<file path="config.mk">
export PLATFORM = sky130hd
export DESIGN_NAME = instruction_writer_flat
export DESIGN_NICKNAME = d
export VERILOG_FILES = /design/src/rtl/instruction_writer_pkg.sv /design/src/rtl/instruction_writer_if.sv /design/src/rtl/instruction_writer_packer.sv /design/src/rtl/instruction_writer.sv /design/src/flat_wrapper.sv
export SDC_FILE = /design/constraint.sdc
export NUM_CORES = 1
export LEC_CHECK = 0
export BUFFER_PORTS_ARGS = -buffer_cell sky130_fd_sc_hd__buf_2
export CORE_ASPECT_RATIO = 2
export CORE_UTILIZATION = 52
export CTS_CLUSTER_SIZE = 25
export DETAILED_ROUTE_END_ITERATION = 12
export GPL_TIMING_DRIVEN = 0
export PLACE_DENSITY = 0.86
export SETUP_SLACK_MARGIN = 0.05
export SYNTH_ARGS = -nofsm -noshare
export SYNTH_HDL_FRONTEND = slang
export SYNTH_SLANG_ARGS = --single-unit
</file>
<file path="constraint.sdc">
create_clock -name clock -period 2.89 [get_ports clock]
set_input_delay 0.289 -clock clock [delete_from_list [all_inputs] [get_ports clock]]
set_output_delay 0.289 -clock clock [all_outputs]
set_load 0.1 [all_outputs]
</file>
<file path="src/rtl/instruction_writer_pkg.sv">
// Shared ISA definitions for the instruction writer: field widths, field bit
// positions within the 16-bit program word, FSM state encoding, and field
// extraction helpers for the decode side.
package instruction_writer_pkg;

    localparam int unsigned OPCODE_W  = 7;
    localparam int unsigned OPERAND_W = 3;
    localparam int unsigned WORD_W    = 16;

    localparam int unsigned OPCODE_LSB = 9;
    localparam int unsigned OP0_LSB    = 6;
    localparam int unsigned OP1_LSB    = 3;
    localparam int unsigned OP2_LSB    = 0;

    typedef enum logic [1:0] {
        IDLE  = 2'd0,
        ARMED = 2'd1,
        WRITE = 2'd2
    } state_t;

    function automatic logic [OPCODE_W-1:0] word_opcode(input logic [WORD_W-1:0] w);
        return w[OPCODE_LSB +: OPCODE_W];
    endfunction

    function automatic logic [OPERAND_W-1:0] word_op0(input logic [WORD_W-1:0] w);
        return w[OP0_LSB +: OPERAND_W];
    endfunction

    function automatic logic [OPERAND_W-1:0] word_op1(input logic [WORD_W-1:0] w);
        return w[OP1_LSB +: OPERAND_W];
    endfunction

    function automatic logic [OPERAND_W-1:0] word_op2(input logic [WORD_W-1:0] w);
        return w[OP2_LSB +: OPERAND_W];
    endfunction

endpackage

</file>
<file path="src/rtl/instruction_writer_if.sv">
// Session, field handshake and memory-write bus of the instruction writer.
// Optional checksum signal present only when INSTR_WRITER_CHECKSUM_EN is defined.
interface instruction_writer_if
    import instruction_writer_pkg::*;
#(
    parameter int unsigned ADDR_WIDTH = 16
);
    logic                  start;
    logic [ADDR_WIDTH-1:0] startAddr;
    logic                  finish;
    logic                  inValid;
    logic                  inReady;
    logic [OPCODE_W-1:0]   inOpcode;
    logic [OPERAND_W-1:0]  inOp0;
    logic [OPERAND_W-1:0]  inOp1;
    logic [OPERAND_W-1:0]  inOp2;
    logic [ADDR_WIDTH-1:0] outAddr;
    logic [WORD_W-1:0]     outData;
    logic                  notWrite;
    logic                  memAck;
    logic                  busy;
    logic                  done;
    logic [ADDR_WIDTH-1:0] count;
    logic                  overflow;
`ifdef INSTR_WRITER_CHECKSUM_EN
    logic [WORD_W-1:0]     checksum;

    modport master (
        output start, startAddr, finish, inValid, inOpcode, inOp0, inOp1, inOp2, memAck,
        input  inReady, outAddr, outData, notWrite, busy, done, count, overflow, checksum
    );
    modport slave (
        input  start, startAddr, finish, inValid, inOpcode, inOp0, inOp1, inOp2, memAck,
        output inReady, outAddr, outData, notWrite, busy, done, count, overflow, checksum
    );
`else
    modport master (
        output start, startAddr, finish, inValid, inOpcode, inOp0, inOp1, inOp2, memAck,
        input  inReady, outAddr, outData, notWrite, busy, done, count, overflow
    );
    modport slave (
        input  start, startAddr, finish, inValid, inOpcode, inOp0, inOp1, inOp2, memAck,
        output inReady, outAddr, outData, notWrite, busy, done, count, overflow
    );
`endif
endinterface

</file>
<file path="src/rtl/instruction_writer_packer.sv">
// Combinational packing of instruction fields into one program word.
module instruction_packer
    import instruction_writer_pkg::*;
(
    input  logic [OPCODE_W-1:0]  opcode,
    input  logic [OPERAND_W-1:0] op0,
    input  logic [OPERAND_W-1:0] op1,
    input  logic [OPERAND_W-1:0] op2,
    output logic [WORD_W-1:0]    word
);
    // Place each field at its package-defined bit position.
    always_comb begin
        word = '0;
        word[OPCODE_LSB +: OPCODE_W] = opcode;
        word[OP0_LSB +: OPERAND_W]   = op0;
        word[OP1_LSB +: OPERAND_W]   = op1;
        word[OP2_LSB +: OPERAND_W]   = op2;
    end
endmodule

</file>
<file path="src/rtl/instruction_writer.sv">
// Instruction writer: accepts instruction fields over a valid/ready handshake,
// packs them and writes them to sequential program-memory addresses, holding
// each write until memAck. All outputs are registered.
// Optional running checksum of written words: INSTR_WRITER_CHECKSUM_EN.
module instruction_writer
    import instruction_writer_pkg::*;
#(
    parameter int unsigned ADDR_WIDTH = 16
)(
    input logic clock,
    input logic reset,
    instruction_writer_if.slave bus
);
    localparam logic [ADDR_WIDTH-1:0] ADDR_ONE = {{(ADDR_WIDTH-1){1'b0}}, 1'b1};

    state_t                state_q, state_d;
    logic [ADDR_WIDTH-1:0] addr_q, addr_d;
    logic [WORD_W-1:0]     data_q, data_d;
    logic [ADDR_WIDTH-1:0] count_q, count_d;
    logic                  ovf_q, ovf_d;
    logic                  pend_q, pend_d;
    logic                  done_q, done_d;
    logic                  ready_q, busy_q, nwr_q;
    logic [WORD_W-1:0]     packed_word;
`ifdef INSTR_WRITER_CHECKSUM_EN
    logic [WORD_W-1:0]     csum_q, csum_d;
`endif

    instruction_packer u_packer (
        .opcode (bus.inOpcode),
        .op0    (bus.inOp0),
        .op1    (bus.inOp1),
        .op2    (bus.inOp2),
        .word   (packed_word)
    );

    // Next-state and next-register values for the session FSM.
    always_comb begin
        state_d = state_q;
        addr_d  = addr_q;
        data_d  = data_q;
        count_d = count_q;
        ovf_d   = ovf_q;
        pend_d  = pend_q;
        done_d  = 1'b0;
`ifdef INSTR_WRITER_CHECKSUM_EN
        csum_d  = csum_q;
`endif
        case (state_q)
            IDLE: begin
                if (bus.start) begin
                    state_d = ARMED;
                    addr_d  = bus.startAddr;
                    count_d = '0;
                    ovf_d   = 1'b0;
                    pend_d  = 1'b0;
`ifdef INSTR_WRITER_CHECKSUM_EN
                    csum_d  = '0;
`endif
                end
            end
            ARMED: begin
                if (bus.inValid) begin
                    data_d  = packed_word;
                    state_d = WRITE;
                    if (bus.finish) pend_d = 1'b1;
                end else if (bus.finish) begin
                    state_d = IDLE;
                    done_d  = 1'b1;
                end
            end
            WRITE: begin
                if (bus.finish) pend_d = 1'b1;
                if (bus.memAck) begin
                    addr_d = addr_q + ADDR_ONE;
                    if (addr_q == '1) ovf_d = 1'b1;
                    if (count_q != '1) count_d = count_q + ADDR_ONE;
`ifdef INSTR_WRITER_CHECKSUM_EN
                    csum_d = csum_q + data_q;
`endif
                    // A finish seen with or during this word closes the session here.
                    if (pend_q || bus.finish) begin
                        state_d = IDLE;
                        done_d  = 1'b1;
                        pend_d  = 1'b0;
                    end else begin
                        state_d = ARMED;
                    end
                end
            end
            default: state_d = IDLE;
        endcase
    end

    // State and registered outputs; strobes derive from the next state so they
    // change on the same edge as the state.
    always_ff @(posedge clock or posedge reset) begin
        if (reset) begin
            state_q <= IDLE;
            addr_q  <= '0;
            data_q  <= '0;
            count_q <= '0;
            ovf_q   <= 1'b0;
            pend_q  <= 1'b0;
            done_q  <= 1'b0;
            ready_q <= 1'b0;
            busy_q  <= 1'b0;
            nwr_q   <= 1'b1;
`ifdef INSTR_WRITER_CHECKSUM_EN
            csum_q  <= '0;
`endif
        end else begin
            state_q <= state_d;
            addr_q  <= addr_d;
            data_q  <= data_d;
            count_q <= count_d;
            ovf_q   <= ovf_d;
            pend_q  <= pend_d;
            done_q  <= done_d;
            ready_q <= (state_d == ARMED);
            busy_q  <= (state_d != IDLE);
            nwr_q   <= (state_d != WRITE);
`ifdef INSTR_WRITER_CHECKSUM_EN
            csum_q  <= csum_d;
`endif
        end
    end

    assign bus.inReady  = ready_q;
    assign bus.outAddr  = addr_q;
    assign bus.outData  = data_q;
    assign bus.notWrite = nwr_q;
    assign bus.busy     = busy_q;
    assign bus.done     = done_q;
    assign bus.count    = count_q;
    assign bus.overflow = ovf_q;
`ifdef INSTR_WRITER_CHECKSUM_EN
    assign bus.checksum = csum_q;
`endif
endmodule

</file>
<file path="src/flat_wrapper.sv">
// flat-port wrapper written by rule: the top's interface ports become plain ports
module instruction_writer_flat import instruction_writer_pkg::*;
#(
    parameter int unsigned ADDR_WIDTH = 16
)
  (clock, reset, bus_start, bus_startAddr, bus_finish, bus_inValid, bus_inOpcode, bus_inOp0, bus_inOp1, bus_inOp2, bus_memAck, bus_inReady, bus_outAddr, bus_outData, bus_notWrite, bus_busy, bus_done, bus_count, bus_overflow);
  instruction_writer_if #(.ADDR_WIDTH(ADDR_WIDTH)) bus_i ();
  input logic clock;
  input logic reset;
  input wire logic [$bits(bus_i.start)-1:0] bus_start;
  input wire logic [$bits(bus_i.startAddr)-1:0] bus_startAddr;
  input wire logic [$bits(bus_i.finish)-1:0] bus_finish;
  input wire logic [$bits(bus_i.inValid)-1:0] bus_inValid;
  input wire logic [$bits(bus_i.inOpcode)-1:0] bus_inOpcode;
  input wire logic [$bits(bus_i.inOp0)-1:0] bus_inOp0;
  input wire logic [$bits(bus_i.inOp1)-1:0] bus_inOp1;
  input wire logic [$bits(bus_i.inOp2)-1:0] bus_inOp2;
  input wire logic [$bits(bus_i.memAck)-1:0] bus_memAck;
  output wire logic [$bits(bus_i.inReady)-1:0] bus_inReady;
  output wire logic [$bits(bus_i.outAddr)-1:0] bus_outAddr;
  output wire logic [$bits(bus_i.outData)-1:0] bus_outData;
  output wire logic [$bits(bus_i.notWrite)-1:0] bus_notWrite;
  output wire logic [$bits(bus_i.busy)-1:0] bus_busy;
  output wire logic [$bits(bus_i.done)-1:0] bus_done;
  output wire logic [$bits(bus_i.count)-1:0] bus_count;
  output wire logic [$bits(bus_i.overflow)-1:0] bus_overflow;
  assign bus_i.start = bus_start;
  assign bus_i.startAddr = bus_startAddr;
  assign bus_i.finish = bus_finish;
  assign bus_i.inValid = bus_inValid;
  assign bus_i.inOpcode = bus_inOpcode;
  assign bus_i.inOp0 = bus_inOp0;
  assign bus_i.inOp1 = bus_inOp1;
  assign bus_i.inOp2 = bus_inOp2;
  assign bus_i.memAck = bus_memAck;
  assign bus_inReady = bus_i.inReady;
  assign bus_outAddr = bus_i.outAddr;
  assign bus_outData = bus_i.outData;
  assign bus_notWrite = bus_i.notWrite;
  assign bus_busy = bus_i.busy;
  assign bus_done = bus_i.done;
  assign bus_count = bus_i.count;
  assign bus_overflow = bus_i.overflow;
  instruction_writer #(.ADDR_WIDTH(ADDR_WIDTH)) u_core (.clock(clock), .reset(reset), .bus(bus_i));
endmodule
</file>
Yosys cells after proc, flatten, opt, wreduce, memory -nomap -nowiden. Index checks and enable logic that the tools add are counted.

Register bits: 56. Input port bits: 38. Logic and storage cells: 60.

Reduce and logical (&&, ||, !) cells: 10. Multiplexer cells: 27. Equal/unequal tests: 11. Add/sub/neg operators: 2.

Operators with widths (count): $mux W16 (5); $pmux W16 S2 (2); $add A16 B1 Y16 const B (2); $eq A16 B16 Y1 const B (1); $ne A16 B16 Y1 const B (1); $mux W1 (12); $mux W2 (4); $ne A2 B2 Y1 const B (4); $reduce_and A4 Y1 (2); $pmux W2 S3 (1); $reduce_and A3 Y1 (2); $eq A2 B1 Y1 const B (2); $ne A2 B1 Y1 const B (2); $pmux W1 S2 (2); $reduce_bool A2 Y1 (2); $pmux W1 S3 (1); $reduce_bool A3 Y1 (1); $eq A2 B2 Y1 const B (1); $logic_not A2 Y1 (1); $reduce_and A2 Y1 (1); $logic_or A1 B1 Y1 (1).

Logic depth before layout (Yosys ltp).
Depth in word-level cells: 5. Gate-level depth with buffers: 9.

Modules after synthesis. A second synthesis with hierarchy kept.

Cells, all modules: 334. Area total of the unflattened synthesis: 3339.5 µm².

By module, submodules not included: instruction_writer (cells an instance 318, area an instance 3219.3 µm², times used 1, sequential area each 1402.6 µm²); instruction_packer (cells an instance 16, area an instance 120.1 µm², times used 1, sequential area each 0.0 µm²).

Least setup slack after synthesis. OpenSTA, ideal clock, no wires.

Path type: flip-flop to flip-flop. Start point: register u_core.count_q[0], in the netlist u_core.bus.count[0]. End point: register u_core.count_q[8], in the netlist u_core.bus.count[8]. Path buffers: 1. Slack: 0.333 ns. Library setup time: 0.124 ns. Clock period less this slack: 2.557 ns. Arrival: 2.433 ns. Stages on the path, launching flop included: 7. Cell sequence: dfrtp_1 > ha_1 > nand2_1 > nor3_1 > clkbuf_1 > a21oi_1 > a211o_1.

Word-level cells in the longest chain between the ends: 4. Elaborated cells on any way between the ends: 7. Those cells by class: add/sub: 1; eq/ne: 2; mux: 3; reduce/logical: 1.

Ends and longest elaborated chain: from (decl) (line instruction_writer.sv:19) `logic [ADDR_WIDTH-1:0] count_q, count_d;`; from (signal assigned) (line instruction_writer.sv:116) `count_q <= count_d;`; $add A16 B1 Y16 (line instruction_writer.sv:77) `if (count_q != '1) count_d = count_q + ADDR_ONE;`; $mux W16 (line instruction_writer.sv:77); $mux W16 (line instruction_writer.sv:74) `if (bus.memAck) begin`; $pmux W16 S2 (line instruction_writer.sv:49) `case (state_q)`.

Parallel ways exist; a longest one is shown, timed or not. The select of a mux whose other input is x is not followed. A chain may end at the register's enable or synchronous reset.

Worst setup path after layout.
Start point: register u_core.state_q[0]. End point: register u_core.addr_q[6], in the netlist u_core.bus.outAddr[6].

Word-level cells in the longest chain between the ends: 3. Elaborated cells on any way between the ends: 7. Those cells by class: eq/ne: 3; mux: 1; reduce/logical: 3.

Ends and longest elaborated chain: from (decl) (line instruction_writer.sv:16) `state_t state_q, state_d;`; from (signal assigned) (line instruction_writer.sv:113) `state_q <= state_d;`; $eq A2 B2 Y1 / $logic_not A2 Y1 (equally long branches) (line instruction_writer.sv:49); $ne A2 B2 Y1 (no line) / $reduce_bool A2 Y1 (equally long branches); $reduce_and A3 Y1 (no line); to (signal assigned) (line instruction_writer.sv:114) `addr_q <= addr_d;`; to (decl) (line instruction_writer.sv:17) `logic [ADDR_WIDTH-1:0] addr_q, addr_d;`.

Parallel ways exist; a longest one is shown, timed or not.

==> results.md <==
* Status: finished, final reports clean
* Placed wire-length estimate at 6400 um
* Largest area contributor in the netlist: dfrtp_1
* Multi-input gate area at 1560 um2
* Sequential fraction of the synthesis area at 45.7%
* Initial Utilization at 53.7%
* CP cell instances: inv_1, ha_1, nor2b_1, clkbuf_1, or3_1, buf_2, clkbuf_1, a21oi_1, a2bb2oi_1
* Crit Path Max Fanout at 10
* # Max-Cap Violations at 0
* Simple-gate share of the synthesized area at 21.7%
* Post-synthesis mux area share at 7.18%
* Largest net degree at the start of global routing at 41
* Area of the core at 5710 um2
* ANT cells at 0
* GR peak layer: met2
* DRT Wirelength at 8930 um
* CTS tree: done
* CP Launch Type: flip-flop
* Vias at 3134
* Fraction of layout cells with a size suffix above 1 at 30.2%
* Grt met2 use at 51.7%
* GP Congestion at 0.921
* Asr flop ratio synth at 100%
* TritonRoute pass-1 iters at 5
* Routing usage on met1 at 31.4%
* Routed Antenna Nets at 0
* Clock Path Buffers at 2
* Initial antenna violation count at 0
* Post-CTS sizing at 0
* Slew Limit Fails at 0
* R2r worst-path depth at 9
* Hold path depth at 2
* # setup viols final at 0
* Num CTS Buffers at 5
* Min cycle time layout at 2.63 ns
* Fin. Hold Viols at 0
* Synth Net Count at 366
* I/O Buffers at 90
* Post-route setup TNS at 0 ns
* Cells after synthesis at 321
* Crit path required time at 3.05 ns
* Fill cell count at 448
* Synth Area in Compound Gates at 19.0%
* WL/cell at 18.5 um
* CP Data Arrival Time at 2.79 ns
* Mean Syn Cell Area at 9.56 um2
* Crit end category: flip-flop
* Synth Area in XOR/XNOR at 0%
* FF-to-FF End: u_core.bus.outAddr[6]
* Register Area at 1400 um2
* Clock skew at 0.00633 ns
* Cell area after synthesis at 3070 um2
* Number of remaining DRC errors at 0
* Worst R2R Setup Slack at 0.26 ns
* Ranking of synthesized cells by area: dfrtp_1, mux2_2, a21oi_1, nand2_1, ha_1
* Slowest CP cell: clkbuf_1
* Synth Register Bits at 56
* DRT iter0 DRCs at 190
* Synth-to-Final Area Change at 22.9%
* Post-synth EDFFs at 0
* Num ports at 91
* Grt met3 use at 5.62%
* Die ar. at 6230 um2
* Nets at 465
* Global-route wire length before repair at 14600 um
* Die height at 111 um
* Final Cycle Share at 91.0%
* Vias in the first global route at 3182
* Yosys warnings at 0
* Hold Path Class: in -> reg
* GRT Overall Usage at 29.5%
* Crit path kind: reg -> reg
* H-Tree Depth at 2
* Num Clock Sinks at 56
* RSZ-0062 raised after global routing: no
* Largest family of logic cells by synthesized area: simple AND/OR/NAND/NOR gates
* CP peak stage delay at 0.52 ns
* Min-delay src: bus_inOp1[1]
* Most frequent CP cell: clkbuf_1
* Post-Layout Cell Count at 482
* Slew margin rel. at 39.3%
* Rows at 39
* Remaining Overflow, GRT at 0
* Maximum clock frequency at 380 MHz
* Worst skew pair latency at 0.30 ns
* Worst slew pin tran at 0.902 ns
* Area share of fa/ha/maj cells after synthesis at 2.85%
* Die Wd at 56.3 um
* Hold endpoint: u_core.bus.outData[4]
* Root Driver: clkbuf_16
* Clk slew on worst S/H paths at 0.07 ns
* Top cell type's share of synthesized area at 44.9%
* Vias per cell at 6.50
* Yosys cell types at 55
* Cells after DPL at 473
* Worst r2r src: u_core.state_q[0]
* Top_reg_cell synth: dfrtp_1
what timing repair did:
item                      in CTS  in global routing
hold endpoints to repair      16                  0
hold buffers                   1                  0
buffers inserted               0                  0
through the flow:
stage               hold WS (ns)  setup slack (ns)  instance area (um2)  utilization [%]
floorplan                  0.438             0.333                 3070                -
CTS                        0.220             0.361                 3770             66.0
global placement           0.484             0.463                 3590             63.0
finish                     0.216             0.261                 3770             66.0
detailed placement         0.291             0.383                 3610             63.3
global route               0.222             0.134                 3770             66.0
synthesized netlist by cell type (5+ instances only):
master	instances
or4_1	5
ha_1	7
dfrtp_1	55
a21oi_1	27
nor3_1	9
a221oi_1	5
inv_1	13
nand2_1	32
clkbuf_1	12
nor4_1	8
nand3_1	15
o22ai_1	8
nand4_1	12
o21ai_0	15
nor2_1	12
nor2b_1	7
mux2_2	16
state kept, by name (all words and copies together) (netlist names):
| name | flops |
|---|---|
| u_core.bus.done | 1 |
| u_core.bus.outData | 16 |
| u_core.bus.busy | 1 |
| u_core.bus.notWrite | 1 |
| u_core.bus.count | 16 |
| u_core.bus.overflow | 1 |
| u_core.state_q | 2 |
| u_core.pend_q | 1 |
| u_core.bus.outAddr | 16 |
| u_core.bus.inReady | 1 |
final cells by class:
type	count	area share (%)
Buffer	15	1.59
Clock buffer	6	3.42
Clock inverter	2	0.431
Inverter	13	1.29
Multi-Input combinational cell	237	41.3
Sequential cell	56	37.2
Tap cell	61	2.02
Timing Repair Buffer	92	12.7
worst max-delay path, delay by kind of cell, from the launching register on:
kind	cells	cell delay (ns)
buffers and inverters	4	1.19
DFF	1	0.44
and+or+nand+nor	2	0.32
AOI/OAI and AO/OA	2	0.28
adders and majority gates	1	0.26
per-layer routing:
metal	vias to the layer above	routed length (um)
li1	1415	-
met1	1476	3040
met2	197	4700
met3	46	709
met4	0	476
met5	-	0
worst max-delay path by stage:
stage,start,to,slack (ns),cells after the start
final,u_core.state_q[0],u_core.bus.outAddr[6],0.26,9
after CTS,u_core.state_q[0],u_core.bus.outAddr[6],0.36,9
after global routing,u_core.state_q[0],u_core.bus.outAddr[6],0.13,9
after floorplan,u_core.bus.count[0],u_core.bus.count[8],0.33,6
after detailed placement,u_core.state_q[0],u_core.bus.count[9],0.38,9
after global placement,u_core.state_q[0],u_core.bus.outAddr[10],0.46,7
layout by cell type, fill, tap and decap left out, types with 3 or more instances in the layout:
master | Yosys | routed
nor4_1 | 8 | 8
o22ai_1 | 8 | 8
a2bb2oi_1 | 4 | 4
nand4_1 | 12 | 12
or4_1 | 5 | 5
nor3_1 | 9 | 9
buf_2 | 3 | 93
nor3b_1 | 4 | 4
o21ai_0 | 15 | 15
and4_1 | 3 | 3
a21o_1 | 3 | 3
inv_1 | 13 | 12
mux2_2 | 16 | 16
a221oi_1 | 5 | 5
clkbuf_1 | 12 | 13
clkbuf_16 | 0 | 5
nand2_1 | 32 | 32
nand3_1 | 15 | 15
ha_1 | 7 | 7
nor2b_1 | 7 | 7
nor2_1 | 12 | 12
a21oi_1 | 27 | 27
dfrtp_1 | 55 | 55
mux2i_1 | 4 | 4
cells by family after synthesis:
family | count (synthesis)
and+or+nand+nor | 122
buffers and inverters | 28
adders and majority gates | 7
AOI/OAI and AO/OA | 88
DFF | 56
muxes | 20
Power is left out: the tool's default activity adds up to more than one toggle a clock period on the data nets, which glitch-free logic cannot reach.
